[src/rtl/glitc_intercom_rx.sv]
`default_nettype none
// ============================================================================
// Module   : glitc_intercom_rx
// Brief    : 4-lane intercom deframer; hunts for a sync word, verifies its
//            alignment, then emits 16-bit data words while locked.
// Revision : 1.0  initial release
// ============================================================================
module glitc_intercom_rx #(
    parameter logic [15:0] SYNC_WORD  = 16'hB5A3,
    parameter int unsigned LOCK_COUNT = 8
) (
    input  logic        clk_i,
    input  logic        rst_n_i,
    input  logic [3:0]  in_i,
    input  logic        disable_i,
    input  logic        realign_i,
    output logic [15:0] word_o,
    output logic        word_valid_o,
    output logic        locked_o,
    output logic [1:0]  phase_o,
    output logic [7:0]  sync_err_o
);

    typedef enum logic [1:0] {
        HUNT   = 2'd0,
        VERIFY = 2'd1,
        LOCKED = 2'd2
    } state_t;

    localparam logic [3:0] C_LOCK_COUNT = 4'(LOCK_COUNT);

    state_t      r_state;
    state_t      w_state_nxt;
    logic [1:0]  r_rst_sync;
    logic [3:0]  r_in_q;
    logic [15:0] r_sr;
    logic [1:0]  r_cnt;
    logic [3:0]  r_match;
    logic [3:0]  w_match_nxt;
    logic [7:0]  w_err_nxt;
    logic        w_cnt_load;
    logic        w_emit;
    logic        w_run;
    logic        w_boundary;
    logic        w_sync_hit;

    assign w_run      = r_rst_sync[1];
    assign w_boundary = (r_cnt == 2'd3);
    assign w_sync_hit = (r_sr == SYNC_WORD);

    // Reset release is re-timed before the FSM may leave HUNT
    always_ff @(posedge clk_i or negedge rst_n_i) begin
        if (!rst_n_i) begin
            r_rst_sync <= 2'b00;
        end else begin
            r_rst_sync <= {r_rst_sync[0], 1'b1};
        end
    end

    always_comb begin
        w_state_nxt = r_state;
        w_match_nxt = r_match;
        w_err_nxt   = sync_err_o;
        w_cnt_load  = 1'b0;
        w_emit      = 1'b0;
        if (disable_i || !w_run || realign_i) begin
            w_state_nxt = HUNT;
            w_match_nxt = 4'd0;
        end else begin
            case (r_state)
                HUNT: begin
                    if (w_sync_hit) begin
                        w_cnt_load  = 1'b1;
                        w_match_nxt = 4'd1;
                        w_state_nxt = VERIFY;
                    end
                end
                VERIFY: begin
                    if (w_boundary) begin
                        if (w_sync_hit) begin
                            w_match_nxt = r_match + 4'd1;
                            if ((r_match + 4'd1) >= C_LOCK_COUNT) begin
                                w_state_nxt = LOCKED;
                            end
                        end else begin
                            w_state_nxt = HUNT;
                            w_match_nxt = 4'd0;
                            if (sync_err_o != 8'hFF) begin
                                w_err_nxt = sync_err_o + 8'd1;
                            end
                        end
                    end
                end
                LOCKED: begin
                    // Sync words seen while locked are idle fill, not data
                    w_emit = w_boundary && !w_sync_hit;
                end
                default: begin
                    w_state_nxt = HUNT;
                    w_match_nxt = 4'd0;
                end
            endcase
        end
    end

    always_ff @(posedge clk_i or negedge rst_n_i) begin
        if (!rst_n_i) begin
            r_state      <= HUNT;
            r_in_q       <= 4'd0;
            r_sr         <= 16'd0;
            r_cnt        <= 2'd0;
            r_match      <= 4'd0;
            word_o       <= 16'd0;
            word_valid_o <= 1'b0;
            locked_o     <= 1'b0;
            phase_o      <= 2'd0;
            sync_err_o   <= 8'd0;
        end else begin
            r_in_q       <= in_i;
            r_sr         <= {r_sr[11:0], r_in_q};
            r_cnt        <= w_cnt_load ? 2'd0 : r_cnt + 2'd1;
            r_state      <= w_state_nxt;
            r_match      <= w_match_nxt;
            locked_o     <= (w_state_nxt == LOCKED);
            word_valid_o <= w_emit;
            sync_err_o   <= w_err_nxt;
            if (w_cnt_load) begin
                phase_o <= r_cnt;
            end
            if (w_emit) begin
                word_o <= r_sr;
            end
        end
    end

endmodule
`default_nettype wire

[config.mk]
export PLATFORM = sky130hd
export DESIGN_NAME = glitc_intercom_rx
export DESIGN_NICKNAME = d
export VERILOG_FILES = /design/src/rtl/glitc_intercom_rx.sv
export SDC_FILE = /design/constraint.sdc
export NUM_CORES = 1
export LEC_CHECK = 0
export ABC_AREA = 1
export BUFFER_PORTS_ARGS = -buffer_cell sky130_fd_sc_hd__buf_4
export CAP_MARGIN = 10
export CORE_MARGIN = 2
export CORE_UTILIZATION = 39
export CTS_BUF_LIST = sky130_fd_sc_hd__clkbuf_4
export DETAILED_ROUTE_END_ITERATION = 8
export GPL_TIMING_DRIVEN = 1
export PLACE_DENSITY = 0.67
export SETUP_SLACK_MARGIN = 0.02
export SKIP_LAST_GASP = 1
export SYNTH_ARGS = -nofsm -noshare
export SYNTH_HDL_FRONTEND = slang
export SYNTH_SLANG_ARGS = --single-unit
[constraint.sdc]
create_clock -name clk_i -period 2.5 [get_ports clk_i]
set_clock_uncertainty 0.15 [all_clocks]
set_input_delay 0.375 -clock clk_i [delete_from_list [all_inputs] [get_ports clk_i]]
set_output_delay 0.375 -clock clk_i [all_outputs]
set_load 0.02 [all_outputs]
==> results.py <==
metrics = {
    "run_status": {
        "status": "complete, no violations",
    },
    "finish": {
        "utilization": 0.4975,
        "final_common_cell": "nand2_1",
        "stdcell_count": 385,
        "syn_to_final_growth_pct": 22.12,
        "drive_above_1_share": 0.2097,
        "final_cell_mix": "nand2_1, dfrtp_1, buf_4",
        "multi_input_area_sq_um": 839.6,
        "seq_area_sq_mm": 0.001451,
        "nets": 316,
        "antennaDiodeCount": 0,
        "fill_cells": 570,
    },
    "global_routing": {
        "grt_max_degree": 59,
        "grtUsageTotal": 0.1388,
        "grt_pass1_wl_um": 7514,
        "overflow": 0,
        "antenna_found_initial": 0,
        "grt_pass1_vias": 1707,
    },
    "power_and_ir_drop": {
        "powerDensity_mw_per_mm2": 599.6,
        "leakagePower_uw": 0.001659,
        "max-vdd-ir-drop_v": 0.0003291,
    },
    "synth": {
        "ys_types": 27,
        "syn_inst": 257,
        "yosys_warnings": 0,
        "syn_area_sq_mm": 0.002426,
        "synth.avg_cell_area_sq_um": 9.440,
        "synth-seq-area-share": 0.5982,
        "synth-seq-cells": 58,
        "synth_fp_nets": 268,
    },
    "placed_design": {
        "numPortBuffers": 35,
        "dpl_worst_slack_ns": 0.8076,
        "placed_cells": 364,
        "hpwlAfterDp_um": 2837,
        "gp_congestion": 0.8199,
    },
    "setup_path": {
        "critPathMaxStageDelay_ns": 0.43,
        "critPathSlowestCell": "dfrtp_1",
        "required_ns": 2.64,
        "critPathKind": "reg -> reg",
        "path_delay_family": "simple AND/OR/NAND/NOR gates",
        "cp-start-kind": "register",
        "crit_buf_inv": 2,
        "cp-end-kind": "register",
        "r2r_setup_slack_ns": 0.89,
        "crit_chain": "inv_1 > nand2_1 > nor2_4 > inv_1 > nor2_4 > nand2_4 > nand2_1 > nand2_1",
        "worst_ep_arrival_time_ns": 1.75,
        "crit_fanout": 9,
        "cp_common_cell": "nand2_1",
    },
    "route": {
        "drtAntennaViolNets": 0,
        "routed_wl_um": 4251,
        "drc": 0,
        "dr.pass1.iters": 4,
        "vias_per_cell": 4.595,
        "drt-wirelength-per-cell_um": 11.04,
        "num_vias": 1769,
        "first_iter_violations": 104,
    },
    "timing": {
        "rsz0062_at_grt": "no",
        "clock.fmax_mhz": 620.6,
        "setup_viol_count_final": 0,
        "tightest_slew_ns": 0.7078,
        "finalWorstSetupSlack_ns": 0.8886,
        "min_period_over_period": 0.6446,
        "final_max_slew_viol_count": 0,
        "maxSlewHeadroom": 0.5282,
        "min_period_ns": 1.611,
        "hold_viol_final": 0,
        "fin_tns_setup_ns": 0,
    },
    "cts": {
        "post_cts_buffers": 0,
        "cts_resized": 0,
        "cts_root_buf": "clkbuf_4",
        "clkLatencyLatePin_ns": 0.40,
        "cts_made_buffers": 9,
        "cts_tree": "built",
        "h-tree-depth": 3,
        "cts.sinks": 58,
        "ctsHoldBuffers": 5,
        "clock_path_buffers": 2,
        "clk_pin_slew_ns": 0.10,
    },
    "run": {
        "cap_violations": 0,
    },
    "die": {
        "dieArea_sq_mm": 0.006867,
        "core_sq_mm": 0.005956,
        "io_pins": 36,
        "row_count": 28,
        "die_x_um": 82.87,
        "start_util": 0.4074,
        "die_y_um": 82.87,
    },
    "hold_path": {
        "worstHoldPathType": "reg -> reg",
    },
}
-- flip-flops by register name, indices dropped and copies added, names as in the netlist --
| register | flops |
|---|---|
| r_in_q | 4 |
| r_match | 4 |
| r_sr | 16 |
| phase_o | 2 |
| word_o | 16 |
| r_state | 2 |
| r_cnt | 2 |
| locked_o | 1 |
| sync_err_o | 8 |
| word_valid_o | 1 |
| r_rst_sync | 2 |
-- stage by stage --
stage	total power [uW]	area, sq um	hold slack, ns
2_1_floorplan	1004	2426	-0.07059
5_1_grt	1856	2963	0.2232
3_5_place_dp	1036	2756	0.1872
6_report	1776	2963	0.2066
4_1_cts	1796	2963	0.2089
3_3_place_gp	1035	2756	0.1823
-- synthesized netlist by cell type --
| cell | number | share of area |
|---|---|---|
| a21oi_1 | 3 | 0.0062 |
| buf_6 | 2 | 0.0093 |
| clkbuf_1 | 1 | 0.0015 |
| conb_1 | 1 | 0.0015 |
| dfrtp_1 | 58 | 0.60 |
| ha_1 | 3 | 0.015 |
| inv_1 | 27 | 0.042 |
| inv_2 | 2 | 0.0031 |
| nand2_1 | 85 | 0.13 |
| nand2_2 | 2 | 0.0052 |
| nand2_4 | 1 | 0.0046 |
| nand2_8 | 1 | 0.0083 |
| nand3_1 | 13 | 0.027 |
| nand3_4 | 1 | 0.0072 |
| nand3b_1 | 1 | 0.0031 |
| nand4_1 | 3 | 0.0077 |
| nor2_1 | 15 | 0.023 |
| nor2_2 | 4 | 0.010 |
| nor2_4 | 2 | 0.0093 |
| nor2_8 | 1 | 0.0083 |
| nor3_1 | 1 | 0.0021 |
| nor3_2 | 1 | 0.0041 |
| o21ai_0 | 20 | 0.041 |
| o21ai_1 | 1 | 0.0021 |
| or2_1 | 1 | 0.0026 |
| xnor2_1 | 3 | 0.011 |
| xor2_1 | 4 | 0.014 |
-- per-layer routing --
layer,vias up,track usage,routed length [um]
li1,906,-,-
met1,817,0.1753,2002
met2,35,0.2038,1919
met3,11,0.04473,198
met4,0,0.09091,131
met5,-,0,0
-- final timing paths --
path | startpoint | to | depth (start not counted)
setup reg to reg | r_state[1] | sync_err_o[1] | 8
setup / recovery | r_state[1] | sync_err_o[1] | 8
min in group asynchronous | rst_n_i | sync_err_o[7] | 2
hold reg to reg | r_in_q[0] | r_sr[0] | 0
hold / removal | r_in_q[0] | r_sr[0] | 0
max in group asynchronous | rst_n_i | r_rst_sync[1] | 2
-- cell type report --
type,count,area share
Sequential cell,58,0.4899
Multi-Input combinational cell,167,0.2834
Timing Repair Buffer,40,0.1056
Inverter,29,0.03674
Tap cell,75,0.03167
Clock inverter,6,0.02745
Clock buffer,10,0.02534
-- cells by family (layout without fill, tap and decap cells) --
family	count (synthesis)	after routing	synth area share
adder cells (fa/ha/maj)	3	3	0.01547
XOR/XNOR	7	7	0.02527
flip-flops	58	58	0.5982
other	1	1	0.001546
buffers and inverters	32	85	0.05570
AO/OA/AOI/OAI	24	24	0.04951
AND/OR/NAND/NOR	132	132	0.2543
-- power breakdown --
| part | internal, uW | switching (uW) |
|---|---|---|
| Sequential | 957 | 13.2 |
| Clock | 410 | 345 |
| Combinational | 19.2 | 32.4 |
-- worst reg2reg max path, stage by stage, from the launching register on --
cell	delay, ns
dfrtp_1	0.43
inv_1	0.07
nand2_1	0.10
nor2_4	0.16
inv_1	0.10
nor2_4	0.25
nand2_4	0.12
nand2_1	0.07
nand2_1	0.05
(Power assumes the default switching activity.)
